[src/rtl/ui_pkg.sv]
// Shared types and constants for the operator input panel.
package ui_pkg;

  // Width of one staged byte (switch value and UART payload).
  localparam int unsigned DATA_W = 8;

  typedef logic [DATA_W-1:0] byte_t;

  // IDLE: nothing offered to the UART. SEND: FIFO head offered with valid high.
  typedef enum logic {
    IDLE,
    SEND
  } panel_state_t;

endpackage

[src/rtl/btn_debounce.sv]
// Push-button conditioner: 2-FF synchroniser, level debounce, rising-edge press pulse.
module btn_debounce #(
  parameter int unsigned DEBOUNCE_CYCLES = 1_000_000
) (
  input  logic clk,
  input  logic rst,
  input  logic raw_i,
  output logic press_o
);

  localparam int unsigned CntW = (DEBOUNCE_CYCLES > 1) ? $clog2(DEBOUNCE_CYCLES) : 1;
  localparam logic [CntW-1:0] CntMax = CntW'(DEBOUNCE_CYCLES - 1);
  localparam logic [CntW-1:0] CntOne = CntW'(1);

  logic            sync1_q;
  logic            sync2_q;
  logic            stable_q, stable_d;
  logic            prev_q;
  logic            press_q, press_d;
  logic [CntW-1:0] cnt_q, cnt_d;

  // Count how long the synced level has disagreed with the accepted level; any agreement
  // (a bounce back) restarts the count.
  always_comb begin
    cnt_d    = cnt_q;
    stable_d = stable_q;
    if (sync2_q == stable_q) begin
      cnt_d = '0;
    end else if (cnt_q == CntMax) begin
      stable_d = sync2_q;
      cnt_d    = '0;
    end else begin
      cnt_d = cnt_q + CntOne;
    end
    // Only the 0->1 transition of the accepted level is a press; release is silent.
    press_d = stable_q & ~prev_q;
  end

  // Synchroniser, debounce state and registered press pulse.
  always_ff @(posedge clk) begin
    if (rst) begin
      sync1_q  <= 1'b0;
      sync2_q  <= 1'b0;
      stable_q <= 1'b0;
      prev_q   <= 1'b0;
      press_q  <= 1'b0;
      cnt_q    <= '0;
    end else begin
      sync1_q  <= raw_i;
      sync2_q  <= sync1_q;
      stable_q <= stable_d;
      prev_q   <= stable_q;
      press_q  <= press_d;
      cnt_q    <= cnt_d;
    end
  end

  assign press_o = press_q;

endmodule

[src/rtl/uart_input_panel.sv]
// Operator input front-end: debounced LOAD/SEND buttons, switch-byte FIFO, and a
// valid/ready drain of the FIFO toward the UART transmitter.
module uart_input_panel
  import ui_pkg::*;
#(
  parameter int unsigned DEBOUNCE_CYCLES = 1_000_000,
  parameter int unsigned FIFO_DEPTH      = 4
) (
  input  logic                              clk,
  input  logic                              rst,
  input  logic [DATA_W-1:0]                 sw_i,
  input  logic                              btn_load_i,
  input  logic                              btn_send_i,
  output logic [DATA_W-1:0]                 tx_data_o,
  output logic                              tx_valid_o,
  input  logic                              tx_ready_i,
  output logic [$clog2(FIFO_DEPTH+1)-1:0]   fifo_count_o,
  output logic                              full_o,
  output logic                              empty_o,
  output logic [DATA_W-1:0]                 last_byte_o,
  output logic                              overflow_o
);

  localparam int unsigned PtrW = (FIFO_DEPTH > 1) ? $clog2(FIFO_DEPTH) : 1;
  localparam int unsigned CntW = $clog2(FIFO_DEPTH + 1);
  localparam logic [CntW-1:0] CntFull = CntW'(FIFO_DEPTH);
  localparam logic [CntW-1:0] CntOne  = CntW'(1);
  localparam logic [PtrW-1:0] PtrOne  = PtrW'(1);

  logic load_press;
  logic send_press;

  byte_t           mem_q [FIFO_DEPTH];
  byte_t           mem_d [FIFO_DEPTH];
  logic [PtrW-1:0] wr_ptr_q, wr_ptr_d;
  logic [PtrW-1:0] rd_ptr_q, rd_ptr_d;
  logic [PtrW-1:0] rd_ptr_nxt;
  logic [CntW-1:0] count_q, count_d;
  panel_state_t    state_q, state_d;
  byte_t           tx_data_q, tx_data_d;
  byte_t           last_byte_q, last_byte_d;
  logic            overflow_q, overflow_d;

  logic full;
  logic empty;
  logic push;
  logic pop;

  btn_debounce #(
    .DEBOUNCE_CYCLES(DEBOUNCE_CYCLES)
  ) u_load_db (
    .clk    (clk),
    .rst    (rst),
    .raw_i  (btn_load_i),
    .press_o(load_press)
  );

  btn_debounce #(
    .DEBOUNCE_CYCLES(DEBOUNCE_CYCLES)
  ) u_send_db (
    .clk    (clk),
    .rst    (rst),
    .raw_i  (btn_send_i),
    .press_o(send_press)
  );

  // FIFO datapath: push/pop decisions, pointers, occupancy, display byte, overflow pulse.
  always_comb begin
    full  = (count_q == CntFull);
    empty = (count_q == '0);
    // Fullness is judged on the registered count, so a same-cycle pop never frees a slot.
    push  = load_press && !full;
    pop   = (state_q == SEND) && tx_ready_i;

    rd_ptr_nxt = rd_ptr_q + PtrOne;

    mem_d = mem_q;
    if (push) begin
      mem_d[wr_ptr_q] = sw_i;
    end

    wr_ptr_d    = push ? (wr_ptr_q + PtrOne) : wr_ptr_q;
    rd_ptr_d    = pop ? rd_ptr_nxt : rd_ptr_q;
    count_d     = count_q + (push ? CntOne : '0) - (pop ? CntOne : '0);
    last_byte_d = push ? sw_i : last_byte_q;
    overflow_d  = load_press && full;
  end

  // Transmit FSM and registered head-of-FIFO presented to the UART.
  always_comb begin
    state_d   = state_q;
    tx_data_d = tx_data_q;
    case (state_q)
      IDLE: begin
        if (send_press && !empty) begin
          state_d   = SEND;
          tx_data_d = mem_q[rd_ptr_q];
        end
      end
      SEND: begin
        // Data only moves on a handshake, so it is stable under backpressure.
        if (tx_ready_i) begin
          if (count_q != CntOne) begin
            tx_data_d = mem_q[rd_ptr_nxt];
          end else if (push) begin
            // Last entry leaves as a new one arrives: the new byte is not in mem_q yet.
            tx_data_d = sw_i;
          end else begin
            state_d = IDLE;
          end
        end
      end
      default: begin
        state_d = IDLE;
      end
    endcase
  end

  // Control and status registers.
  always_ff @(posedge clk) begin
    if (rst) begin
      wr_ptr_q    <= '0;
      rd_ptr_q    <= '0;
      count_q     <= '0;
      state_q     <= IDLE;
      tx_data_q   <= '0;
      last_byte_q <= '0;
      overflow_q  <= 1'b0;
    end else begin
      wr_ptr_q    <= wr_ptr_d;
      rd_ptr_q    <= rd_ptr_d;
      count_q     <= count_d;
      state_q     <= state_d;
      tx_data_q   <= tx_data_d;
      last_byte_q <= last_byte_d;
      overflow_q  <= overflow_d;
    end
  end

  // Storage array; contents are meaningless until written, so it needs no reset.
  always_ff @(posedge clk) begin
    mem_q <= mem_d;
  end

  assign tx_valid_o   = (state_q == SEND);
  assign tx_data_o    = tx_data_q;
  assign fifo_count_o = count_q;
  assign full_o       = full;
  assign empty_o      = empty;
  assign last_byte_o  = last_byte_q;
  assign overflow_o   = overflow_q;

endmodule

[config.mk]
export PLATFORM = sky130hd
export DESIGN_NAME = uart_input_panel
export DESIGN_NICKNAME = d
export VERILOG_FILES = /design/src/rtl/ui_pkg.sv /design/src/rtl/btn_debounce.sv /design/src/rtl/uart_input_panel.sv
export SDC_FILE = /design/constraint.sdc
export NUM_CORES = 1
export LEC_CHECK = 0
export CAP_MARGIN = 20
export CORE_UTILIZATION = 45
export DETAILED_ROUTE_END_ITERATION = 8
export DONT_BUFFER_PORTS = 1
export HOLD_SLACK_MARGIN = 0.08
export PLACE_DENSITY = 0.63
export SYNTH_ARGS = -nofsm -noshare
export SYNTH_HDL_FRONTEND = slang
export SYNTH_SLANG_ARGS = --single-unit
[constraint.sdc]
create_clock -name clk -period 4.03 [get_ports clk]
set_input_delay 0.806 -clock clk [delete_from_list [all_inputs] [get_ports clk]]
set_output_delay 0.806 -clock clk [all_outputs]
set_load 0.01 [all_outputs]
==> metrics <==
Post-Route WL about 8400 um; largest cells by area after synthesis dfxtp_1, edfxtp_1, mux4_2; end of the critical path fifo_count_o[2]$_SDFF_PP0_; post-synthesis compound-gate area fraction 0.0760; Rel. slew slack 0.488; via count of the first global-routing pass 2795; critical path startpoint category flip-flop; status finished clean; Hold Crit Class flip-flop to flip-flop; Seq. cell area about 2500 um^2; commonest non-fill, non-tap cell in the layout dfxtp_1; simple-gate share of the synthesized area 0.200; share of layout cells above drive strength 1 0.0974; Max FO, Critical Path 11; reg2reg path depth 11; die height about 100 um; CP top delay family adder cells; DIE AREA roughly 11000 um^2; gr ovfl total 0; router iterations before antenna repair 4; area of the multi-input gates 2030 um^2; syn nets between 400 and 500; CTS sink cnt 107; Slowest-stage cell, CP dfxtp_1; Post-synth EDFFs 32; Crit path largest cell delay 0.55 ns; fin crit period approximately 3 ns; antenna-violating nets left 0; pin count of the biggest net entering global routing 30; Clock Root Buffer clkbuf_8; placed instance area 4720 um^2; Critical R2R Launch fifo_count_o[1]$_SDFF_PP0_; VDD IR-drop max roughly 0.00017 V; setup TNS 0 ns; Final Hold Vio Count 0; CTS tree built; Stages on worst setup path 11; # nets final around 450; core area ~9900 um^2; Cell Pwr Density 359 nW/um^2; I/O Pins 36; Synth top area share 0.325; reg2reg setup slack 1.06 ns; Worst Max-Slew Pin Slew around 0.77 ns; hold bufs inserted after CTS 0; All-Layer GR Usage 0.167; Wirelength per Cell 15.0 um; Clock Skew 0.0147 ns; GPL Wtd Cong approximately 0.83; final slew viol count 0; crit path capture type flip-flop; Seq cells post-synth roughly 110; cells along the critical path or3b_2 > and2_1 > clkinv_1 > ha_1 > inv_1 > ha_1 > inv_1 > fa_1 > xor2_1 > xnor2_1 > nor2_1; Fillers 885; Initial Util 0.469; post_cts resized 0; Most used DFF post-synth dfxtp_1; # rows 36; Yosys warning total 0; area grow syn2layout 6.96%; Worst Setup SP fifo_count_o[1]$_SDFF_PP0_; max cap viols 0; Yosys cell types 44; Synth Area in Adders 0.0260; clock-pin slew on the worst setup and hold paths about 0.11 ns; number of buffers created by CTS 9; clk_lat worst skew ~0.37 ns; First DRT Iteration DRCs approximately 120; Req. time, crit path 4.31 ns; Syn Area/Cell 10.7 um^2; # port buffers 0; main combinational cell family by area after synthesis simple AND/OR/NAND/NOR gates; global-route wire length before repair between 10000 and 15000 um; most frequent cells in the layout dfxtp_1, nand2_1, nor2_1; Worst Path Class, Setup flip-flop to flip-flop; H-Tree Depth 3; post-synthesis mux area share 0.0779; capture point of the worst reg-to-reg path fifo_count_o[2]$_SDFF_PP0_; Max Buffers Root-to-Sink 2; Via density about 5.4; final instance area just under 5000 um^2; worst path buffer plus inverter count 3; XOR/XNOR share of the synthesized area 0.0587; Via Count ~3100; Die Span X a little over 100 um; mapped cell area around 4600 um^2; Max Clock Freq 337 MHz; ant diodes 0; Setup Buffers After CTS 0; HPWL Detailed 5950 um; synthesized netlist cell count approximately 430; initial antenna violation count 0; Final period util 0.737; register area share after synthesis 0.533; unrepaired setup endpoints after global routing false; CP arrival ~3.3 ns; hold path cells 1; DRC viols 0; Final setup viols 0; asr flop ratio synth 0; Leak approximately 1.6 nW; area leader, netlist dfxtp_1
-- sequential cells by signal, summed over array words and instances, names as in the netlist, 2 cells and up --
name,count
u_load_db.cnt_q,20
u_send_db.cnt_q,20
rd_ptr_q,2
mem_q,32
last_byte_o,8
tx_data_o,8
fifo_count_o,3
wr_ptr_q,2
-- metrics by stage --
| stage | power (mW) | setup WS [ns] | hold WS [ns] | util | instances |
|---|---|---|---|---|---|
| CTS | 1.80 | 1.03 | 0.383 | 0.498 | 563 |
| global placement | 1.14 | 1.15 | 0.373 | 0.478 | 546 |
| floorplan | 1.15 | 1.48 | 0.367 | - | 431 |
| finish | 1.78 | 1.06 | 0.381 | 0.501 | 564 |
| detailed placement | 1.14 | 1.05 | 0.377 | 0.478 | 547 |
| global route | 1.84 | 0.830 | 0.393 | 0.501 | 564 |
-- how the worst min path moves through the flow --
stage	startpoint	to	slack, ns
CTS	u_send_db.prev_q$_SDFF_PP0_	u_send_db.press_o$_SDFF_PP0_	0.38
global placement	u_send_db.prev_q$_SDFF_PP0_	u_send_db.press_o$_SDFF_PP0_	0.37
global route	u_send_db.prev_q$_SDFF_PP0_	u_send_db.press_o$_SDFF_PP0_	0.39
floorplan	u_load_db.prev_q$_SDFF_PP0_	u_load_db.press_o$_SDFF_PP0_	0.37
finish	u_send_db.prev_q$_SDFF_PP0_	u_send_db.press_o$_SDFF_PP0_	0.38
detailed placement	u_send_db.prev_q$_SDFF_PP0_	u_send_db.press_o$_SDFF_PP0_	0.38
-- final cells by class --
type	instances	area share
sequential	107	0.498
clock inverter	6	0.0144
timing repair buffer	3	0.00810
inverter	13	0.00987
tap	133	0.0337
clock buffer	10	0.0258
multi-input combinational	292	0.410
-- power by group --
group          total [mW]  internal [mW]  switching [mW]
sequential           1.11           1.11         0.00138
combinational     0.00934        0.00360         0.00575
clock               0.657          0.294           0.363
total                1.78           1.41           0.370
-- logic make-up after synthesis --
kind of cell	count (synthesis)
adders and majority gates	9
and+or+nand+nor	179
xor gates and xnor gates	31
buffers and inverters	32
AOI/OAI and AO/OA	57
DFF	107
muxes	16
-- routing by layer --
metal	vias up	wire length [um]	global-route usage
met5	-	0	0
met4	0	174	0.0683
met3	17	306	0.0376
met2	46	4180	0.291
met1	1459	3790	0.198
li1	1532	-	-
-- Yosys cell counts (7+ instances only) --
| library cell | n |
|---|---|
| buf_2 | 7 |
| nand4_1 | 7 |
| clkbuf_1 | 9 |
| a22o_1 | 8 |
| xnor2_1 | 16 |
| a31oi_1 | 8 |
| dfxtp_1 | 75 |
| or3_1 | 10 |
| inv_1 | 12 |
| ha_1 | 8 |
| o21ai_0 | 9 |
| nand3_1 | 13 |
| a21oi_1 | 24 |
| and3_1 | 8 |
| nand2_1 | 48 |
| xor2_1 | 15 |
| nor2_1 | 45 |
| edfxtp_1 | 32 |
| nor2b_1 | 10 |
| mux4_2 | 16 |
Note: power is estimated with default switching activity, not from simulation.
==> patch (same flow settings) <==
The parameter `FIFO_DEPTH` goes from 4 to 8.
--- a/src/rtl/uart_input_panel.sv
+++ b/src/rtl/uart_input_panel.sv
@@ -4,7 +4,7 @@
   import ui_pkg::*;
 #(
   parameter int unsigned DEBOUNCE_CYCLES = 1_000_000,
-  parameter int unsigned FIFO_DEPTH      = 4
+  parameter int unsigned FIFO_DEPTH      = 8
 ) (
   input  logic                              clk,
   input  logic                              rst,
Interface: changed (resized fifo_count_o); port bits go from 36 to 37. The function was not compared with the original's and may differ.
==> patch against the original RTL <==
Sequential share of layout area decreased by 1.7 points; largest power group is now the clock network; final area up 46%; setup slack got worse by 0.0091 ns; critical path depth did not move; area after synthesis is 40% higher; routed wire length grew 70%; sequential cell count increased by 35; power up 74%.
==> patch: results (changes against the original RTL) <==
| Metric | Value |
|---|---|
| Worst clock skew | `0.0127 ns (-0.00199 ns)` |
| Initial DRC Count | `282 (+130%)` |
| NumNets Final | `582 (+30%)` |
| Worst path max stage delay | `0.60 ns (+0.05 ns)` |
| Synth top area cells | `edfxtp_1, dfxtp_1, mux4_2` |
| Clock Latency Late Sink | `0.42 ns (+0.05 ns)` |
| Detailed placer's ending HPWL | `9440 um (+59%)` |
| Regs by FF count | `mem_q (64), u_load_db.cnt_q (20), u_send_db.cnt_q (20)` |
| Synthesized instance count | `558 (+29%)` |
| CTS Root Cell | `clkbuf_16` |
| Commonest cells post-synth | `dfxtp_1, edfxtp_1, nor2_1` |
| Placer congestion estimate | `0.758 (-8.3%)` |
| H-tree Lvls | `4 (+1)` |
| Synth cell types | `53 (+20%)` |
| Total CTS buffers | `17 (+8)` |
| Critical-path maximum fanout | `15 (+4)` |
| Top delay family on crit path | `simple AND/OR/NAND/NOR gates` |
| Worst-path clk slew | `0.06 ns (-0.05 ns)` |
| Fillers | `1191 (+35%)` |
| Share of cells above drive strength 1 | `0.131 (+0.0339)` |
| Count of flip-flops with a built-in enable after synthesis | `64 (+100%)` |
| Worst flop-to-flop path startpoint | `fifo_count_o[2]` |
| WL/cell | `19.1 um (+27%)` |
| Critical Path Slowest Stage Cell | `or3b_2` |
| First-pass GRT wire length | `22600 um (+69%)` |
| Hold WS | `0.384 ns (+0.00241 ns)` |
| Placed cells | `719 (+31%)` |
| Worst vdd ir | `0.259 mV (+48%)` |
| Rel. slew slack | `0.333 (-0.156)` |
| Total Routing Usage GR | `0.206 (+0.0392)` |
| Sw Share | `0.198 (-0.0100)` |
| Hold_sp | `u_load_db.prev_q` |
| Vias in the first global route | `4330 (+55%)` |
| Pleak | `2.32 nW (+47%)` |
| Die footprint | `14900 um^2 (+39%)` |
| WHS Endpoint | `u_load_db.press_o` |
| Sequential fraction of the synthesis area | `0.538 (+0.00515)` |
| Setup bufs post-CTS | `0 (unchanged)` |
| Via count | `4423 (+45%)` |
| Pin count of the biggest net entering global routing | `32 (+6.7%)` |
| Status | `finished clean` |
| Wirelength, routed | `14300 um (+70%)` |
-- patch: cell count changes after synthesis, moves of 7 or more --
cell      delta
mux4_2      +10
mux2i_1     +18
xnor2_1      -7
nand2_1     -12
o41ai_1      +7
a22o_1       -8
xor2_1       +7
a31oi_1      -8
edfxtp_1    +32
nand3_1      +9
nand4_1     +10
a21oi_1      +8
clkbuf_1     +8
-- patch: per-stage QoR --
stage / area, um^2 / setup WS, ns / util / total power, mW
after floorplan: 6480 / 1.36 / - / 1.55
after global placement: 6650 / 1.18 / 0.477 / 1.55
after detailed placement: 6650 / 1.06 / 0.477 / 1.55
after global routing: 7240 / 0.889 / 0.520 / 3.19
final: 7240 / 1.05 / 0.520 / 3.10
after CTS: 7240 / 1.04 / 0.520 / 3.12
-- patch: power groups by stage --
stage               Clock, mW  Combinational, mW  Sequential (mW)
floorplan                   0             0.0118             1.54
global placement            0             0.0106             1.54
detailed placement          0             0.0108             1.54
CTS                      1.61             0.0109             1.51
global route             1.67             0.0120             1.51
finish                   1.58             0.0106             1.51
-- patch: how the worst max path moves through the flow --
stage / from / end / slack, ns / depth (start not counted)
3_5_place_dp: fifo_count_o[2] / fifo_count_o[2] / 1.06 / 11
4_1_cts: fifo_count_o[2] / fifo_count_o[2] / 1.04 / 11
6_report: fifo_count_o[2] / fifo_count_o[2] / 1.05 / 11
5_1_grt: fifo_count_o[2] / fifo_count_o[2] / 0.89 / 11
2_1_floorplan: fifo_count_o[2] / fifo_count_o[2] / 1.36 / 12
3_3_place_gp: fifo_count_o[2] / fifo_count_o[2] / 1.18 / 11
-- patch: logic make-up after synthesis --
| family | after synthesis | share of synthesized area |
|---|---|---|
| buffers and inverters | 46 | 0.0301 |
| XOR/XNOR | 31 | 0.0419 |
| adder cells (fa/ha/maj) | 11 | 0.0224 |
| flip-flops | 142 | 0.538 |
| multiplexers | 44 | 0.118 |
| AND/OR/NAND/NOR | 203 | 0.167 |
| AO/OA/AOI/OAI | 81 | 0.0827 |
-- patch: worst reg2reg max path: cells and delay by family (launching register included) --
kind                     cells  cell delay [ns]
AND/OR/NAND/NOR              3             1.17
flip-flops                   1             0.35
adder cells (fa/ha/maj)      4             1.00
buffers and inverters        3             0.24
XOR/XNOR                     1             0.17
-- patch: cell type report --
class | instances | area (um^2) | area share
Clock buffer | 18 | 429 | 0.0593
Clock inverter | 14 | 168 | 0.0231
Inverter | 17 | 63.8 | 0.00881
Multi-Input combinational cell | 370 | 2800 | 0.386
Sequential cell | 142 | 3480 | 0.481
Tap cell | 180 | 225 | 0.0311
Timing Repair Buffer | 10 | 75.1 | 0.0104
-- patch: layer usage --
metal,share of wire,GRT usage
met2,0.49,0.341
met4,0.020,0.0856
met1,0.43,0.251
met5,0,0
met3,0.061,0.0581
